## config.mk

```make
export PLATFORM = sky130hd
export DESIGN_NAME = btn_debounce_multi
export DESIGN_NICKNAME = d
export VERILOG_FILES = /design/src/rtl/btn_pkg.sv /design/src/rtl/btn_debounce_ch.sv /design/src/rtl/btn_debounce_multi.sv
export SDC_FILE = /design/constraint.sdc
export NUM_CORES = 1
export LEC_CHECK = 0
export ABC_AREA = 1
export ABC_CLOCK_PERIOD_IN_PS = 5200
export CAP_MARGIN = 20
export CORE_MARGIN = 10
export CORE_UTILIZATION = 51
export DETAILED_ROUTE_END_ITERATION = 16
export PLACE_DENSITY = 0.66
export SLEW_MARGIN = 30
export SYNTH_ARGS = -nofsm -noshare
export SYNTH_HDL_FRONTEND = slang
export SYNTH_SLANG_ARGS = --single-unit
```

## constraint.sdc

```tcl
create_clock -name clk -period 5.2 [get_ports clk]
set_input_delay 0.52 -clock clk [delete_from_list [all_inputs] [get_ports clk]]
set_output_delay 0.52 -clock clk [all_outputs]
set_load 0.1 [all_outputs]
```

## src/rtl/btn_pkg.sv

```systemverilog
// Shared definitions for the multi-channel button conditioner.
//   btn_state_e  : per-channel FSM state encoding
//   hold_cnt_w() : width of the per-channel hold counter, able to hold
//                  max(long_ticks, repeat_ticks)
package btn_pkg;

  typedef enum logic [1:0] {
    IDLE    = 2'd0,
    PRESSED = 2'd1,
    REPEAT  = 2'd2
  } btn_state_e;

  function automatic int unsigned hold_cnt_w(input int unsigned long_ticks,
                                             input int unsigned repeat_ticks);
    int unsigned m;
    m = (long_ticks > repeat_ticks) ? long_ticks : repeat_ticks;
    return (m == 0) ? 1 : $clog2(m + 1);
  endfunction

endpackage

```

## src/rtl/btn_debounce_ch.sv

```systemverilog
// One button channel: 2-flop synchroniser, tick-sampled shift register with
// set-on-all-ones / clear-on-all-zeros hysteresis, and a press/hold/repeat FSM.
//   clk, reset : system clock, asynchronous active-high reset
//   i_tick     : one-clk sample strobe shared by all channels
//   i_btn      : raw asynchronous button input (1 = pressed)
//   o_level    : debounced level
//   o_press    : one-clk pulse as o_level rises
//   o_release  : one-clk pulse as o_level falls
//   o_repeat   : one-clk auto-repeat pulse while held
module btn_debounce_ch
  import btn_pkg::*;
#(
  parameter int unsigned DEPTH        = 8,
  parameter int unsigned LONG_TICKS   = 1000,
  parameter int unsigned REPEAT_TICKS = 200
) (
  input  logic clk,
  input  logic reset,
  input  logic i_tick,
  input  logic i_btn,
  output logic o_level,
  output logic o_press,
  output logic o_release,
  output logic o_repeat
);

  localparam int unsigned HOLD_W = hold_cnt_w(LONG_TICKS, REPEAT_TICKS);
  localparam logic [HOLD_W-1:0] LONG_LAST = (LONG_TICKS == 0) ? '0 : HOLD_W'(LONG_TICKS - 1);
  localparam logic [HOLD_W-1:0] REP_LAST  = HOLD_W'(REPEAT_TICKS - 1);
  localparam logic [HOLD_W-1:0] HOLD_MAX  = '1;

  logic [1:0]        r_sync;
  logic [DEPTH-1:0]  r_sh;
  logic              r_level;
  logic              r_press, r_release, r_repeat;
  btn_state_e        r_state, w_state_next;
  logic [HOLD_W-1:0] r_hold, w_hold_next;
  logic              w_level_next, w_press_next, w_release_next, w_repeat_next;

  always_ff @(posedge clk or posedge reset) begin
    if (reset) begin
      r_sync <= '0;
      r_sh   <= '0;
    end else begin
      r_sync <= {r_sync[0], i_btn};
      if (i_tick) r_sh <= {r_sync[1], r_sh[DEPTH-1:1]};
    end
  end

  always_comb begin
    w_level_next = r_level;
    if (&r_sh)       w_level_next = 1'b1;
    else if (~|r_sh) w_level_next = 1'b0;
  end

  always_ff @(posedge clk or posedge reset) begin
    if (reset) begin
      r_state   <= IDLE;
      r_hold    <= '0;
      r_level   <= 1'b0;
      r_press   <= 1'b0;
      r_release <= 1'b0;
      r_repeat  <= 1'b0;
    end else begin
      r_state   <= w_state_next;
      r_hold    <= w_hold_next;
      r_level   <= w_level_next;
      r_press   <= w_press_next;
      r_release <= w_release_next;
      r_repeat  <= w_repeat_next;
    end
  end

  // Release is checked before the tick branch so a due repeat is dropped.
  always_comb begin
    w_state_next   = r_state;
    w_hold_next    = r_hold;
    w_press_next   = 1'b0;
    w_release_next = 1'b0;
    w_repeat_next  = 1'b0;
    case (r_state)
      IDLE: begin
        if (w_level_next) begin
          w_state_next = PRESSED;
          w_press_next = 1'b1;
          w_hold_next  = '0;
        end
      end
      PRESSED: begin
        if (!w_level_next) begin
          w_state_next   = IDLE;
          w_release_next = 1'b1;
          w_hold_next    = '0;
        end else if (i_tick) begin
          if (LONG_TICKS != 0 && r_hold == LONG_LAST) begin
            w_state_next  = REPEAT;
            w_repeat_next = 1'b1;
            w_hold_next   = '0;
          end else if (r_hold != HOLD_MAX) begin
            w_hold_next = r_hold + 1'b1;
          end
        end
      end
      REPEAT: begin
        if (!w_level_next) begin
          w_state_next   = IDLE;
          w_release_next = 1'b1;
          w_hold_next    = '0;
        end else if (i_tick) begin
          if (r_hold == REP_LAST) begin
            w_repeat_next = 1'b1;
            w_hold_next   = '0;
          end else begin
            w_hold_next = r_hold + 1'b1;
          end
        end
      end
      default: begin
        w_state_next = IDLE;
        w_hold_next  = '0;
      end
    endcase
  end

  assign o_level   = r_level;
  assign o_press   = r_press;
  assign o_release = r_release;
  assign o_repeat  = r_repeat;

endmodule

```

## src/rtl/btn_debounce_multi.sv

```systemverilog
// N-channel push-button conditioner with one shared sample-tick generator.
//   clk, reset : system clock, asynchronous active-high reset
//   i_btn      : raw asynchronous buttons, 1 = pressed
//   o_level    : debounced level per channel
//   o_press    : one-clk pulse when o_level rises
//   o_release  : one-clk pulse when o_level falls
//   o_repeat   : one-clk pulse per auto-repeat event while held
module btn_debounce_multi
  import btn_pkg::*;
#(
  parameter int unsigned N_BTN        = 4,
  parameter int unsigned CLK_DIV      = 100_000,
  parameter int unsigned DEPTH        = 8,
  parameter int unsigned LONG_TICKS   = 1000,
  parameter int unsigned REPEAT_TICKS = 200
) (
  input  logic             clk,
  input  logic             reset,
  input  logic [N_BTN-1:0] i_btn,
  output logic [N_BTN-1:0] o_level,
  output logic [N_BTN-1:0] o_press,
  output logic [N_BTN-1:0] o_release,
  output logic [N_BTN-1:0] o_repeat
);

  localparam int unsigned DIV_W = (CLK_DIV > 1) ? $clog2(CLK_DIV) : 1;
  localparam logic [DIV_W-1:0] DIV_LAST = DIV_W'(CLK_DIV - 1);

  logic [DIV_W-1:0] r_div;
  logic             r_tick;

  // Tick is registered: high for the single clk following count==CLK_DIV-1.
  always_ff @(posedge clk or posedge reset) begin
    if (reset) begin
      r_div  <= '0;
      r_tick <= 1'b0;
    end else begin
      r_tick <= (r_div == DIV_LAST);
      r_div  <= (r_div == DIV_LAST) ? '0 : r_div + 1'b1;
    end
  end

  for (genvar g = 0; g < N_BTN; g++) begin : g_ch
    btn_debounce_ch #(
      .DEPTH       (DEPTH),
      .LONG_TICKS  (LONG_TICKS),
      .REPEAT_TICKS(REPEAT_TICKS)
    ) u_ch (
      .clk      (clk),
      .reset    (reset),
      .i_tick   (r_tick),
      .i_btn    (i_btn[g]),
      .o_level  (o_level[g]),
      .o_press  (o_press[g]),
      .o_release(o_release[g]),
      .o_repeat (o_repeat[g])
    );
  end

endmodule

```

==> run summary <==
Outcome -> finished, final reports clean
IO buf count -> 21
CTS buffer count -> 17
Final Hold Vio Count -> 0
Async S/R FF share, synth -> 1.00
Hold_sp -> g_ch[1].u_ch.r_sync[0]
Via count -> 5771
Number of global-route vias before repair -> 5468
Fill cells -> 1268
H-tree Lvls -> 4
Post-cts hold buffer count -> 0
Element type at the critical path end -> output port
Area delta synth->final -> 12.1%
Net Sw Frac -> 0.187
Core area -> 13400 um2
CTS Buffer Depth -> 2
CP startpoint kind -> flop
Seq pwr share -> 0.424
Power per cell area -> 285 nW/um2
Seq/Total Area, Yosys -> 0.433
Synth Area per Inst -> 7.39 um2
Fin crit share -> 0.470
Clock power share -> 0.566
Io pins -> 22
Final net count -> 980
Worst-Skew Late Latency -> 0.42 ns
Primary FF master, synth -> dfrtp_1
Pin count of the biggest net entering global routing -> 45
CTS tree -> done
Worst reg2reg path startpoint -> r_tick
Combinational share of power -> 0.010
Slew Limit Fails -> 0
Post-synth EDFFs -> 0
First-pass GRT wire length -> 24700 um
First-pass DRT Iterations -> 5
Crit path time final -> 2.44 ns
Wirelength per Cell -> 12.1 um
CP peak stage delay -> 1.14 ns
Layout cells sized above 1 -> 0.0712
Starting density of the core -> 0.526
Clk_skew -> 0.00610 ns
# DRC -> 0
Required time of the critical path -> 4.68 ns
Slowest-stage cell, CP -> clkdlybuf4s50_1
Initial antenna violation count -> 0
Worst Reg-to-Reg Cells -> 7
Critical path peak fanout -> 2
Total area of sequential cells -> 3050 um2
Critical path data arrival time -> 1.92 ns
LEAKAGE -> 0.00385 uW
Pre-CTS setup slack -> 2.88 ns
Multi-input logic area -> 3240 um2
Vias per inst -> 5.04
Synth Register Bits -> 122
Max Cap Viol -> 0
R2R Path End -> g_ch[0].u_ch.r_hold[4]
Distinct cell type count after synthesis -> 40
Worst-margin pin slew -> 0.970 ns
Die area -> 18900 um2
Post-CTS Setup Bufs -> 0
Max Freq -> 0.409 GHz
Total Neg Setup Slack -> 0 ns
Critical path, cell by cell -> clkdlybuf4s50_1
Flop-to-flop setup slack -> 3.20 ns
Hold Crit Class -> flop to flop
Worst hold stages -> 0
DR iter-0 viols -> 382
Placer Congestion -> 0.862
NetSw -> 420 uW
Post-CTS sizing -> 0
WHS Endpoint -> g_ch[1].u_ch.r_sync[1]
Delay-heaviest family, CP -> buffers and inverters
VDD IR max -> 0.000226 V
Post-Synthesis Cells -> 953
Crit Path Class -> flop to output port
Overflow left after global routing -> 0
Clock sinks -> 122
Worst setup margin -> 2.76 ns
Clock tree root driver cell -> clkbuf_16
Synth warn -> 0
Total Routing Usage GR -> 0.158
RSZ-0062 raised after global routing -> false
Die Y -> 138 um
CTS clk-pin slew, worst paths -> 0.05 ns
FP Rows -> 42
Mapped cell area -> 7050 um2
Post-Route WL -> 13800 um
Max_slew headroom -> 0.351
Die Width -> 138 um
Final HPWL DP -> 9520 um
ANT nets after route -> 0
Syn Nets -> 976
# setup viols final -> 0
Worst Path Buf+Inv -> 1
Antenna diodes -> 0
Internal cell power -> 1830 uW
cells in the mapped netlist, types with 12 or more instances:
cell,number,area share
o21ai_0,48,0.034
nand2_1,270,0.14
dfrtp_1,122,0.43
nand3_1,86,0.061
inv_1,131,0.070
a21oi_1,28,0.020
buf_4,19,0.020
nand4_1,27,0.024
clkbuf_1,12,0.0064
ha_1,17,0.030
nor2_1,91,0.048
o21ai_1,20,0.014
placed cells by master, fill, tap and decap left out, types with 6 or more instances in the layout:
master / count
nand2_1: 270
inv_1: 130
dfrtp_1: 121
nor2_1: 91
nand3_1: 86
o21ai_0: 48
a21oi_1: 28
nand4_1: 27
clkdlybuf4s50_1: 21
o21ai_1: 20
ha_1: 17
clkbuf_16: 17
nor3_1: 11
xor2_1: 11
nand3_2: 7
clkbuf_8: 6
cell families after synthesis:
group                      synth area share
and+or+nand+nor                       0.329
buffers and inverters                 0.107
DFF                                   0.433
AOI/OAI and AO/OA                    0.0851
adders and majority gates            0.0302
xor gates and xnor gates             0.0149
power groups by stage:
stage / logic [uW] / clock network [uW] / registers, uW
global placement: 25.0 / 0 / 971
global route: 27.9 / 1350 / 954
floorplan: 13.8 / 0 / 971
finish: 22.8 / 1280 / 955
detailed placement: 25.1 / 0 / 971
CTS: 25.0 / 1310 / 954
layer usage:
metal | vias up | part of all wire | track usage
li1 | 3031 | - | -
met1 | 2635 | 0.50 | 0.211
met2 | 84 | 0.45 | 0.243
met3 | 21 | 0.036 | 0.0361
met4 | 0 | 0.019 | 0.0650
met5 | - | 0 | 0
worst max-delay path by stage:
| stage | startpoint | to | slack [ns] | depth (start not counted) |
|---|---|---|---|---|
| 6_report | g_ch[3].u_ch.o_level | o_level[3] | 2.76 | 1 |
| 5_1_grt | g_ch[3].u_ch.o_level | o_level[3] | 2.70 | 1 |
| 4_1_cts | g_ch[3].u_ch.o_level | o_level[3] | 2.72 | 1 |
| 3_5_place_dp | r_tick | g_ch[0].u_ch.r_hold[1] | 2.88 | 7 |
| 3_3_place_gp | r_tick | g_ch[0].u_ch.r_hold[9] | 2.97 | 7 |
| 2_1_floorplan | reset | g_ch[0].u_ch.o_level | 1.44 | 1 |
flip-flops by register name, summed over array words and instances (netlist names):
signal / cells
g_ch.u_ch.r_hold: 40
g_ch.u_ch.r_sh: 32
r_div: 17
g_ch.u_ch.r_state: 8
g_ch.u_ch.r_sync: 8
g_ch.u_ch.o_level: 4
g_ch.u_ch.o_press: 4
g_ch.u_ch.o_release: 4
g_ch.u_ch.o_repeat: 4
r_tick: 1
through the flow:
stage          instance area, um2  utilization  cells  hold WS (ns)  total power (uW)
6_report                     7900        0.589   1145         0.347              2250
5_1_grt                      7900        0.589   1145         0.351              2330
4_1_cts                      7890        0.589   1145         0.349              2290
3_5_place_dp                 7250        0.541   1114         0.337               996
3_3_place_gp                 7250        0.541   1114         0.334               996
2_1_floorplan                7050            -    953         0.331               984
final cells by class:
class / count / area share
Clock buffer: 25 / 0.0653
Clock inverter: 6 / 0.0168
Inverter: 133 / 0.0635
Multi-Input combinational cell: 659 / 0.410
Sequential cell: 122 / 0.387
Tap cell: 176 / 0.0279
Timing Repair Buffer: 24 / 0.0295
Power figures use the tool's default switching activity.
